### src/rtl/mem_arb_pkg.sv
// Shared opcodes, bus direction encodings and FSM state type for the memory bus arbiter.
// Latency: n/a (declarations only).
// Backpressure: n/a.
package mem_arb_pkg;

  localparam logic [3:0] OP_LDR   = 4'b1101;
  localparam logic [3:0] OP_STR   = 4'b1110;
  localparam logic       RW_READ  = 1'b1;
  localparam logic       RW_WRITE = 1'b0;

  typedef enum logic [1:0] {
    ST_IDLE   = 2'd0,
    ST_ACCESS = 2'd1,
    ST_DONE   = 2'd2
  } state_t;

  // Only loads and stores ever reach the memory.
  function automatic logic op_legal(input logic [3:0] op);
    return (op == OP_LDR) || (op == OP_STR);
  endfunction

endpackage

### src/rtl/mem_arb_select.sv
// Combinational grant pick between instruction fetch and data port with anti-starvation.
// Latency: 0 cycles (pure combinational).
// Backpressure: none; the caller only acts on the grant while idle.
// Ports: if_req/d_req requests, starve_cnt data grants given while fetch waited,
//        grant_d/grant_f one-hot (or both low) grant.
module mem_arb_select #(
  parameter int STARVE_MAX = 3,
  parameter int SW         = 2
) (
  input  logic          if_req,
  input  logic          d_req,
  input  logic [SW-1:0] starve_cnt,
  output logic          grant_d,
  output logic          grant_f
);

  logic starved;

  // Data wins ties until fetch has been passed over STARVE_MAX times in a row.
  assign starved = if_req && (starve_cnt == SW'(STARVE_MAX));
  assign grant_d = d_req && !starved;
  assign grant_f = if_req && !grant_d;

endmodule

### src/rtl/mem_bus_arbiter.sv
// Arbitrates one memory port between instruction fetch and data access (IDLE->ACCESS->DONE).
// Latency: grant at cycle 0, mem_en cycles 1..MEM_LAT, ack at MEM_LAT+1; illegal op acks at cycle 1.
// Backpressure: requesters hold req/operands until ack; requests are sampled only in IDLE.
// Ports: if_* fetch port, d_* data port, mem_* memory side; clk, rst (sync, active-high).
module mem_bus_arbiter
  import mem_arb_pkg::*;
#(
  parameter int MEM_LAT    = 2,
  parameter int STARVE_MAX = 3
) (
  input  logic        clk,
  input  logic        rst,
  input  logic        if_req,
  input  logic [7:0]  if_addr,
  output logic        if_ack,
  output logic [31:0] if_rdata,
  input  logic        d_req,
  input  logic [3:0]  d_op,
  input  logic [15:0] d_addr,
  input  logic [31:0] d_wdata,
  output logic        d_ack,
  output logic [31:0] d_rdata,
  output logic        d_err,
  output logic        mem_en,
  output logic        mem_rw,
  output logic [15:0] mem_addr,
  output logic [31:0] mem_wdata,
  input  logic [31:0] mem_rdata
);

  localparam int          SW         = (STARVE_MAX < 1) ? 1 : $clog2(STARVE_MAX + 1);
  localparam logic [3:0]  LAT_LOAD   = 4'(MEM_LAT - 1);
  localparam logic [SW-1:0] STARVE_TOP = SW'(STARVE_MAX);

  state_t        state, state_nxt;
  logic [3:0]    lat_cnt;
  logic [SW-1:0] starve_cnt;
  logic          own_d;     // current access belongs to the data port
  logic          own_ldr;   // current data access is a load
  logic          grant_d, grant_f;
  logic          d_legal;

  assign d_legal = op_legal(d_op);

  mem_arb_select #(
    .STARVE_MAX (STARVE_MAX),
    .SW         (SW)
  ) u_select (
    .if_req     (if_req),
    .d_req      (d_req),
    .starve_cnt (starve_cnt),
    .grant_d    (grant_d),
    .grant_f    (grant_f)
  );

  always_ff @(posedge clk) begin
    if (rst) state <= ST_IDLE;
    else     state <= state_nxt;
  end

  always_comb begin
    state_nxt = state;
    case (state)
      ST_IDLE: begin
        // Illegal data ops skip the memory entirely and go straight to the ack.
        if (grant_d && !d_legal)    state_nxt = ST_DONE;
        else if (grant_d || grant_f) state_nxt = ST_ACCESS;
      end
      ST_ACCESS: if (lat_cnt == '0) state_nxt = ST_DONE;
      ST_DONE:   state_nxt = ST_IDLE;
      default:   state_nxt = ST_IDLE;
    endcase
  end

  // All outputs are registered; they change on the same edge as the state.
  always_ff @(posedge clk) begin
    if (rst) begin
      lat_cnt    <= '0;
      starve_cnt <= '0;
      own_d      <= 1'b0;
      own_ldr    <= 1'b0;
      mem_en     <= 1'b0;
      mem_rw     <= RW_READ;
      mem_addr   <= '0;
      mem_wdata  <= '0;
      if_ack     <= 1'b0;
      d_ack      <= 1'b0;
      d_err      <= 1'b0;
      if_rdata   <= '0;
      d_rdata    <= '0;
    end else begin
      case (state)
        ST_IDLE: begin
          if (grant_f) begin
            own_d      <= 1'b0;
            own_ldr    <= 1'b0;
            starve_cnt <= '0;
            mem_en     <= 1'b1;
            mem_rw     <= RW_READ;
            mem_addr   <= {8'h00, if_addr};
            lat_cnt    <= LAT_LOAD;
          end else if (grant_d) begin
            own_d   <= 1'b1;
            own_ldr <= (d_op == OP_LDR);
            // Count only grants that actually made a waiting fetch wait longer.
            if (if_req && (starve_cnt != STARVE_TOP)) starve_cnt <= starve_cnt + 1'b1;
            if (d_legal) begin
              mem_en   <= 1'b1;
              mem_rw   <= (d_op == OP_STR) ? RW_WRITE : RW_READ;
              mem_addr <= d_addr;
              if (d_op == OP_STR) mem_wdata <= d_wdata;
              lat_cnt  <= LAT_LOAD;
            end else begin
              d_ack <= 1'b1;
              d_err <= 1'b1;
            end
          end
        end
        ST_ACCESS: begin
          if (lat_cnt == '0) begin
            mem_en <= 1'b0;
            mem_rw <= RW_READ;
            if (own_d) begin
              d_ack <= 1'b1;
              if (own_ldr) d_rdata <= mem_rdata;
            end else begin
              if_ack   <= 1'b1;
              if_rdata <= mem_rdata;
            end
          end else begin
            lat_cnt <= lat_cnt - 1'b1;
          end
        end
        ST_DONE: begin
          if_ack <= 1'b0;
          d_ack  <= 1'b0;
          d_err  <= 1'b0;
        end
        default: ;
      endcase
    end
  end

endmodule

### config.mk
export PLATFORM = sky130hd
export DESIGN_NAME = mem_bus_arbiter
export DESIGN_NICKNAME = d
export VERILOG_FILES = /design/src/rtl/mem_arb_pkg.sv /design/src/rtl/mem_arb_select.sv /design/src/rtl/mem_bus_arbiter.sv
export SDC_FILE = /design/constraint.sdc
export NUM_CORES = 1
export LEC_CHECK = 0
export CORE_AREA = 2 2 106 108
export DETAILED_ROUTE_END_ITERATION = 10
export DIE_AREA = 0 0 108 110
export PLACE_DENSITY = 0.84
export SLEW_MARGIN = 20
export SYNTH_ARGS = -nofsm -noshare
export SYNTH_HDL_FRONTEND = slang
export SYNTH_SLANG_ARGS = --single-unit
export TNS_END_PERCENT = 30
### constraint.sdc
create_clock -name clk -period 3.3 [get_ports clk]
set_clock_uncertainty 0.05 [all_clocks]
set_input_delay 0.66 -clock clk [delete_from_list [all_inputs] [get_ports clk]]
set_output_delay 0.66 -clock clk [all_outputs]
set_load 0.01 [all_outputs]
==> metrics.sh, run 1 <==
LAYOUT.CELLS.MOST_COMMON='clkdlybuf4s50_1'
DETAIL_ROUTE.DRC_VIOLATIONS=0
CRITICAL_PATH_REQUIRED_TIME_NS=3.62
CRIT_PATH_START_KIND='flop'
MOST-COMMON-LAYOUT-CELLS='clkdlybuf4s50_1 (211), nand2_1 (191), dfxtp_1 (127)'
GRT.TOTAL_USAGE=0.226
CLOCK_INSERTION_DELAY_WORST_SKEW_NS=0.51
TOP_METAL_USED='met4'
POSTCTSSETUPREPAIRBUFS=0
CTS_NUM_SINKS=127
PWR_DENSITY_CELL_nW_PER_UM2=507
H-TREE-DEPTH=4
FINAL_NUMBER_OF_MAX_TRANSITION_VIOLATIONS=0
GRT_PASS1_WL_UM=21100
IR_WORST_VDD_mV=0.286
LARGEST_NET_DEGREE_AT_THE_START_OF_GLOBAL_ROUTING=63
SYNTH.AVG_CELL_AREA_UM2=8.34
POST_DRT_VIA_CELL_RATIO=5.00
INITIAL_CORE_UTIL=0.438
DESIGN.CORE.AREA_UM2=10700
CP_DATA_ARRIVAL_TIME_NS=2.69
FINISH.NET_COUNT=859
TIMING.FINAL.CRIT_SHARE=0.718
MET3_LENGTH_UM=1070
SYNTH_SEQUENTIAL_AREA_RATIO=0.542
MAX_FREQ_GHz=0.422
FLOW.AREA_GROWTH_FROM_SYNTHESIS_PCT=57.8
DETAILEDPLACE.WORSTSLACK_NS=0.525
CRITPATHKIND='reg2reg'
MAX_CAP_VIOL_COUNT=0
DRIVE_GT1_FRAC=0.0698
FINALHOLDVIOLCOUNT=0
SLEW-LIMIT-HEADROOM=0.470
TRANSITION_TIME_OF_THE_TIGHTEST_SLEW_CHECK_PIN_NS=0.788
SHORTEST_CLOCK_PERIOD_THE_WORST_PATH_ALLOWS_AFTER_LAYOUT_NS=2.37
FLOORPLAN.DIE_AREA_UM2=11900
YOSYSTOPAREACELLSHARE=0.542
DR_WL_MET2_UM=6760
YOSYS_WARNINGS=0
CP_CELL_SEQUENCE='inv_1 > ha_1 > or3b_1 > or3_2 > nand2_1 > a21oi_1'
YOSYS_REGISTER_BITS=127
WL_UM=13400
SYNTH_LARGEST_AREA_CELL='dfxtp_1'
ROWS=38
POST_CTS.RESIZED_INSTANCES=0
CRIT_PATH_TOP_DELAY_CELL='or3_2'
NETLIST-CELL-TYPE-COUNT=38
SYNTH_CELLS=562
CLOCK-ROOT-BUFFER='clkbuf_8'
ANTENNA_VIOLATING_NETS_POST_ROUTE=0
N_ANTENNA_CELL=0
CTS_TREE='built'
DRT_ITER0_MARKERS=289
DETAILEDPLACEMENTHPWL_UM=9250
FIRST_GLOBAL_VIAS=4398
GPL.FINAL_WEIGHTED_CONGESTION=0.844
GR-TOTAL-OVERFLOW=0
LAYOUT.FILLER_CELLS=809
FIN_WS_NS=0.931
WIRE_LENGTH_THE_DETAILED_ROUTER_PLACED_ON_MET1_UM=5350
DRT-PASS1-ITER-COUNT=4
POST_DRT_WL_PER_CELL_UM=14.6
IO_BUFFER_COUNT=212
OVERALL_VIA_COUNT_FROM_DETAIL_ROUTE=4568
RSZ0062_AT_GRT='no'
CTSHOLDBUFFERS=0
CTS-ROOT-TO-SINK-BUFFERS=2
DIE_X_UM=108
WORST_PATH_LARGEST_CELL_DELAY_NS=0.78
IO-PIN-COUNT=213
NUMCTSBUFFERS=17
SYN_NETS=660
REG_CLK_SLEW_REPORTED_PATHS_NS=0.06
MIN_PATH_TYPE='reg2reg'
POWER.STATIC_LEAKAGE_uW=0.00254
GRT_ANTENNA_BEFORE_REPAIR=0
CP_MAX_FO=33
SYN-CELL-AREA_UM2=4690
DOMINANT_CELLS_BY_AREA_AFTER_SYNTHESIS='dfxtp_1 (54%), nand2_1 (15%), a21oi_1 (12%), mux2i_1 (1.7%), a22o_1 (1.5%)'
CRITICAL_PATH.ENDPOINT_TYPE='flop'
TOTALNEGATIVESETUPSLACK_NS=0
SETUP_VIOL_COUNT_FINAL=0
DIE_H_UM=110
OUTCOME='completed'
-- metrics by stage --
stage / std cells / total power, uW / hold WS [ns] / util / area, um^2
after global placement: 882 / 2060 / 0.391 / 0.639 / 6840
after detailed placement: 882 / 2070 / 0.396 / 0.639 / 6840
after CTS: 914 / 3780 / 0.404 / 0.691 / 7400
after floorplan: 562 / 1830 / 0.382 / - / 4690
after global routing: 914 / 3910 / 0.419 / 0.691 / 7400
final: 914 / 3750 / 0.403 / 0.691 / 7400
-- synth_stat cells --
| library cell | count |
|---|---|
| a21oi_1 | 113 |
| clkbuf_1 | 18 |
| or4_1 | 1 |
| a21o_1 | 1 |
| mux2i_1 | 8 |
| buf_1 | 1 |
| nand4_1 | 1 |
| xor2_1 | 2 |
| or3b_1 | 1 |
| nor2_1 | 7 |
| o21ai_0 | 3 |
| o31a_1 | 2 |
| buf_2 | 14 |
| and4_1 | 1 |
| a211oi_1 | 8 |
| nor3_2 | 2 |
| o21a_1 | 2 |
| nand2_1 | 191 |
| inv_1 | 6 |
| o22ai_1 | 1 |
| dfxtp_1 | 127 |
| a2111oi_0 | 2 |
| ha_1 | 2 |
| or3_1 | 4 |
| nor4_2 | 1 |
| a22o_1 | 8 |
| nor2b_1 | 2 |
| nor3b_1 | 1 |
| buf_6 | 6 |
| o32a_1 | 1 |
| nand2b_1 | 4 |
| nand2_2 | 10 |
| nand3_1 | 2 |
| xnor2_1 | 1 |
| and2_1 | 3 |
| a21boi_1 | 1 |
| and3_1 | 1 |
| nor3_1 | 3 |
-- metal layers --
layer,global-route usage,vias to the layer above
met4,0.0824,0
met5,0,-
met1,0.260,2109
li1,-,2262
met2,0.394,180
met3,0.0752,17
-- worst max-delay path, delay by kind of cell (launching register included) --
| family | cells | cell delay (ns) |
|---|---|---|
| buf+inv | 1 | 0.09 |
| fa+ha+maj | 1 | 0.19 |
| flops | 1 | 0.34 |
| simple gates | 3 | 1.46 |
| compound gates | 1 | 0.08 |
-- cell type report --
type / count / area [um^2] / area share
multi-input combinational: 390 / 1930 / 0.260
clock inverter: 13 / 116 / 0.0157
clock buffer: 19 / 442 / 0.0597
sequential: 127 / 2540 / 0.344
timing repair buffer: 219 / 2170 / 0.294
tap: 140 / 175 / 0.0237
inverter: 6 / 22.5 / 0.00304
-- worst paths after layout --
kind / from / endpoint / slack (ns) / cells after the start
max: lat_cnt[0] / if_rdata[4] / 0.93 / 6
min: mem_wdata[0] / mem_wdata[0] / 0.40 / 2
max reg2reg: lat_cnt[0] / if_rdata[4] / 0.93 / 6
min reg2reg: mem_wdata[0] / mem_wdata[0] / 0.40 / 2
-- cells by family after synthesis --
group                    synth area share
AO/OA/AOI/OAI                       0.169
XOR/XNOR                          0.00561
adder cells (fa/ha/maj)           0.00534
buffers and inverters              0.0494
flip-flops                          0.542
multiplexers                       0.0171
AND/OR/NAND/NOR                     0.211
-- power breakdown --
| group | switching, uW | internal [uW] | leakage, uW |
|---|---|---|---|
| sequential | 34.6 | 1580 | 0.00103 |
| clock | 677 | 1030 | 0.000258 |
| combinational | 195 | 228 | 0.00125 |
-- state kept, by name, indices dropped and copies added, names as in the netlist --
| signal | count |
|---|---|
| state | 2 |
| own_ldr | 1 |
| mem_rw | 1 |
| lat_cnt | 4 |
| d_err | 1 |
| own_d | 1 |
| d_ack | 1 |
| mem_addr | 16 |
| if_ack | 1 |
| d_rdata | 32 |
| starve_cnt | 2 |
| mem_en | 1 |
| mem_wdata | 32 |
| if_rdata | 32 |
Note: power is estimated with default switching activity, not from simulation.
==> inputs of run 2 (changes only) <==
Settings changed: CORE_AREA 2 2 106 108 to 2 2 110 112, DIE_AREA 0 0 108 110 to 0 0 112 114, PLACE_DENSITY 0.84 to 0.79.
Clock period 3.3 ns to 2.3 ns, I/O delays scaled along.
==> metrics.sh, run 2 (same netlist as run 1, synthesis figures left out) <==
POST_DRT_WL_PER_CELL_UM=14.2  # -2.8%
CRIT_PATH_START_KIND='flop'
DIE_X_UM=112  # +3.7%
FINALHOLDVIOLCOUNT=0  # unchanged
POSTCTSSETUPREPAIRBUFS=0  # unchanged
FIRST_GLOBAL_VIAS=4433  # +0.80%
OVERALL_VIA_COUNT_FROM_DETAIL_ROUTE=4607  # +0.85%
DRT-PASS1-ITER-COUNT=4  # unchanged
N_ANTENNA_CELL=0  # unchanged
POST_DRT_VIA_CELL_RATIO=4.95  # -0.88%
CP_MAX_FO=32  # -3.0%
CLOCK_INSERTION_DELAY_WORST_SKEW_NS=0.41  # -0.10 ns
MOST-COMMON-LAYOUT-CELLS='clkdlybuf4s50_1 (211), nand2_1 (191), dfxtp_1 (127)'
FIN_WS_NS=0.226  # -0.705 ns
GRT.TOTAL_USAGE=0.205  # -0.0210
H-TREE-DEPTH=4  # unchanged
RSZ0062_AT_GRT='no'
CLOCK-ROOT-BUFFER='clkbuf_16'
CTSHOLDBUFFERS=0  # unchanged
INITIAL_CORE_UTIL=0.400  # -0.0379
CP_DATA_ARRIVAL_TIME_NS=2.28  # -0.41 ns
DRT_ITER0_MARKERS=288  # -0.35%
POST_CTS.RESIZED_INSTANCES=0  # unchanged
PLACEMENT.CELL_AREA_UM2=6950  # +1.7%
IO_BUFFER_COUNT=212  # unchanged
NUMCTSBUFFERS=17  # unchanged
SHORTEST_CLOCK_PERIOD_THE_WORST_PATH_ALLOWS_AFTER_LAYOUT_NS=2.07  # -0.295 ns
WL_UM=13200  # -1.1%
LARGEST_NET_DEGREE_AT_THE_START_OF_GLOBAL_ROUTING=50  # -21%
DIE_H_UM=114  # +3.6%
GR-TOTAL-OVERFLOW=0  # unchanged
SETUP_VIOL_COUNT_FINAL=0  # unchanged
FINAL_NUMBER_OF_MAX_TRANSITION_VIOLATIONS=0  # unchanged
REG_CLK_SLEW_REPORTED_PATHS_NS=0.06  # about the same
TRANSITION_TIME_OF_THE_TIGHTEST_SLEW_CHECK_PIN_NS=0.636  # -0.151 ns
ANTENNA_VIOLATING_NETS_POST_ROUTE=0  # unchanged
CTS-ROOT-TO-SINK-BUFFERS=2  # unchanged
FLOW.AREA_GROWTH_FROM_SYNTHESIS_PCT=62.0
IR_WORST_VDD_mV=0.447  # +56%
DETAIL_ROUTE.DRC_VIOLATIONS=0  # unchanged
REG2REG_SETUP_SLACK_NS=0.23  # -0.71 ns
DETAILEDPLACEMENTHPWL_UM=9370  # +1.3%
LAYOUT.FILLER_CELLS=969  # +20%
IO-PIN-COUNT=213  # unchanged
FLOORPLAN.DIE_AREA_UM2=12800  # +7.5%
POWER.STATIC_LEAKAGE_uW=0.00264  # +3.9%
LAYOUT.CELLS.MOST_COMMON='clkdlybuf4s50_1'
MIN_PATH_TYPE='in2reg'
CTS_TREE='built'
ROWS=40  # +5.3%
TOTALNEGATIVESETUPSLACK_NS=0  # unchanged
REG.LARGEST.LIST='d_rdata: 32 flops, if_rdata: 32 flops, mem_wdata: 32 flops'
GRT_ANTENNA_BEFORE_REPAIR=0  # unchanged
PWR_DENSITY_CELL_nW_PER_UM2=764  # +51%
DETAILEDPLACE.WORSTSLACK_NS=-0.0543  # -0.579 ns
DESIGN.CORE.AREA_UM2=11700  # +9.5%
CTS_NUM_SINKS=127  # unchanged
OUTCOME='completed'
FINISH.NET_COUNT=868  # +1.0%
GPL.FINAL_WEIGHTED_CONGESTION=0.888  # +5.2%
SLEW-LIMIT-HEADROOM=0.576  # +0.105
DRIVE_GT1_FRAC=0.0792  # +0.00942
MAX_FREQ_GHz=0.482  # +14%
CRITICAL_PATH_REQUIRED_TIME_NS=2.50  # -1.12 ns
TIMING.FINAL.CRIT_SHARE=0.902  # +0.184
CRITPATHKIND='reg2reg'
CRITICAL_PATH.ENDPOINT_TYPE='flop'
MAX_CAP_VIOL_COUNT=0  # unchanged
GRT_PASS1_WL_UM=21300  # +1.0%
FINALINSTANCEAREA_UM2=7590  # +2.6%
## run 2: changes by cell type in the layout (fill, tap and decap cells not counted), sizes merged
cell / previous run / this run
buf: 8 / 17
clkinvlp: 6 / 3
bufinv: 1 / 4
## run 2: metal layers
metal / global-route usage / part of all wire / vias to the layer above
met5: 0 / 0 / -
met4: 0.0911 / 0.026 / 0
met3: 0.0606 / 0.077 / 28
met2: 0.358 / 0.49 / 195
met1: 0.234 / 0.41 / 2102
li1: - / - / 2282
## run 2: critical path, stage by stage (launching register included)
cell and delay [ns]:
dfxtp_1 0.33, inv_1 0.08, ha_1 0.19, or3b_1 0.43
or3_1 0.36, buf_4 0.27, nand2_2 0.11, a21oi_1 0.09
## run 2: through the flow
step	hold slack [ns]	power, uW	instances	util
2_1_floorplan	0.382	2620	562	-
3_3_place_gp	0.391	2980	898	0.594
3_5_place_dp	0.396	3000	898	0.594
4_1_cts	0.369	5860	930	0.648
5_1_grt	0.399	6020	930	0.648
6_report	0.379	5800	930	0.648
## run 2: layout make-up
class,count,area (um^2),area share
clock buffers,19,453,0.0597
clock inverters,13,188,0.0247
inverters,6,22.5,0.00297
multi-input cells,390,1930,0.254
flip-flops and latches,127,2540,0.335
well taps,147,184,0.0242
repair buffers,228,2280,0.300
## run 2: worst paths after layout
kind	cells after the start	start	to
max	7	lat_cnt[0]	d_rdata[20]
min	2	rst	starve_cnt[0]
max reg2reg	7	lat_cnt[0]	d_rdata[20]
min reg2reg	2	d_rdata[31]	d_rdata[31]
## run 2: report_power, final
group | internal (uW) | leakage, uW | switching, uW
clock network | 1870 | 0.000305 | 976
registers | 2270 | 0.00103 | 46.9
logic | 348 | 0.00131 | 282
total | 4490 | 0.00264 | 1300
==> inputs of run 3 (changes only) <==
Settings changed: TNS_END_PERCENT 30 to not set.
==> results of run 3 <==
The final DEF is identical to that of run 2; final timing and power are the same.
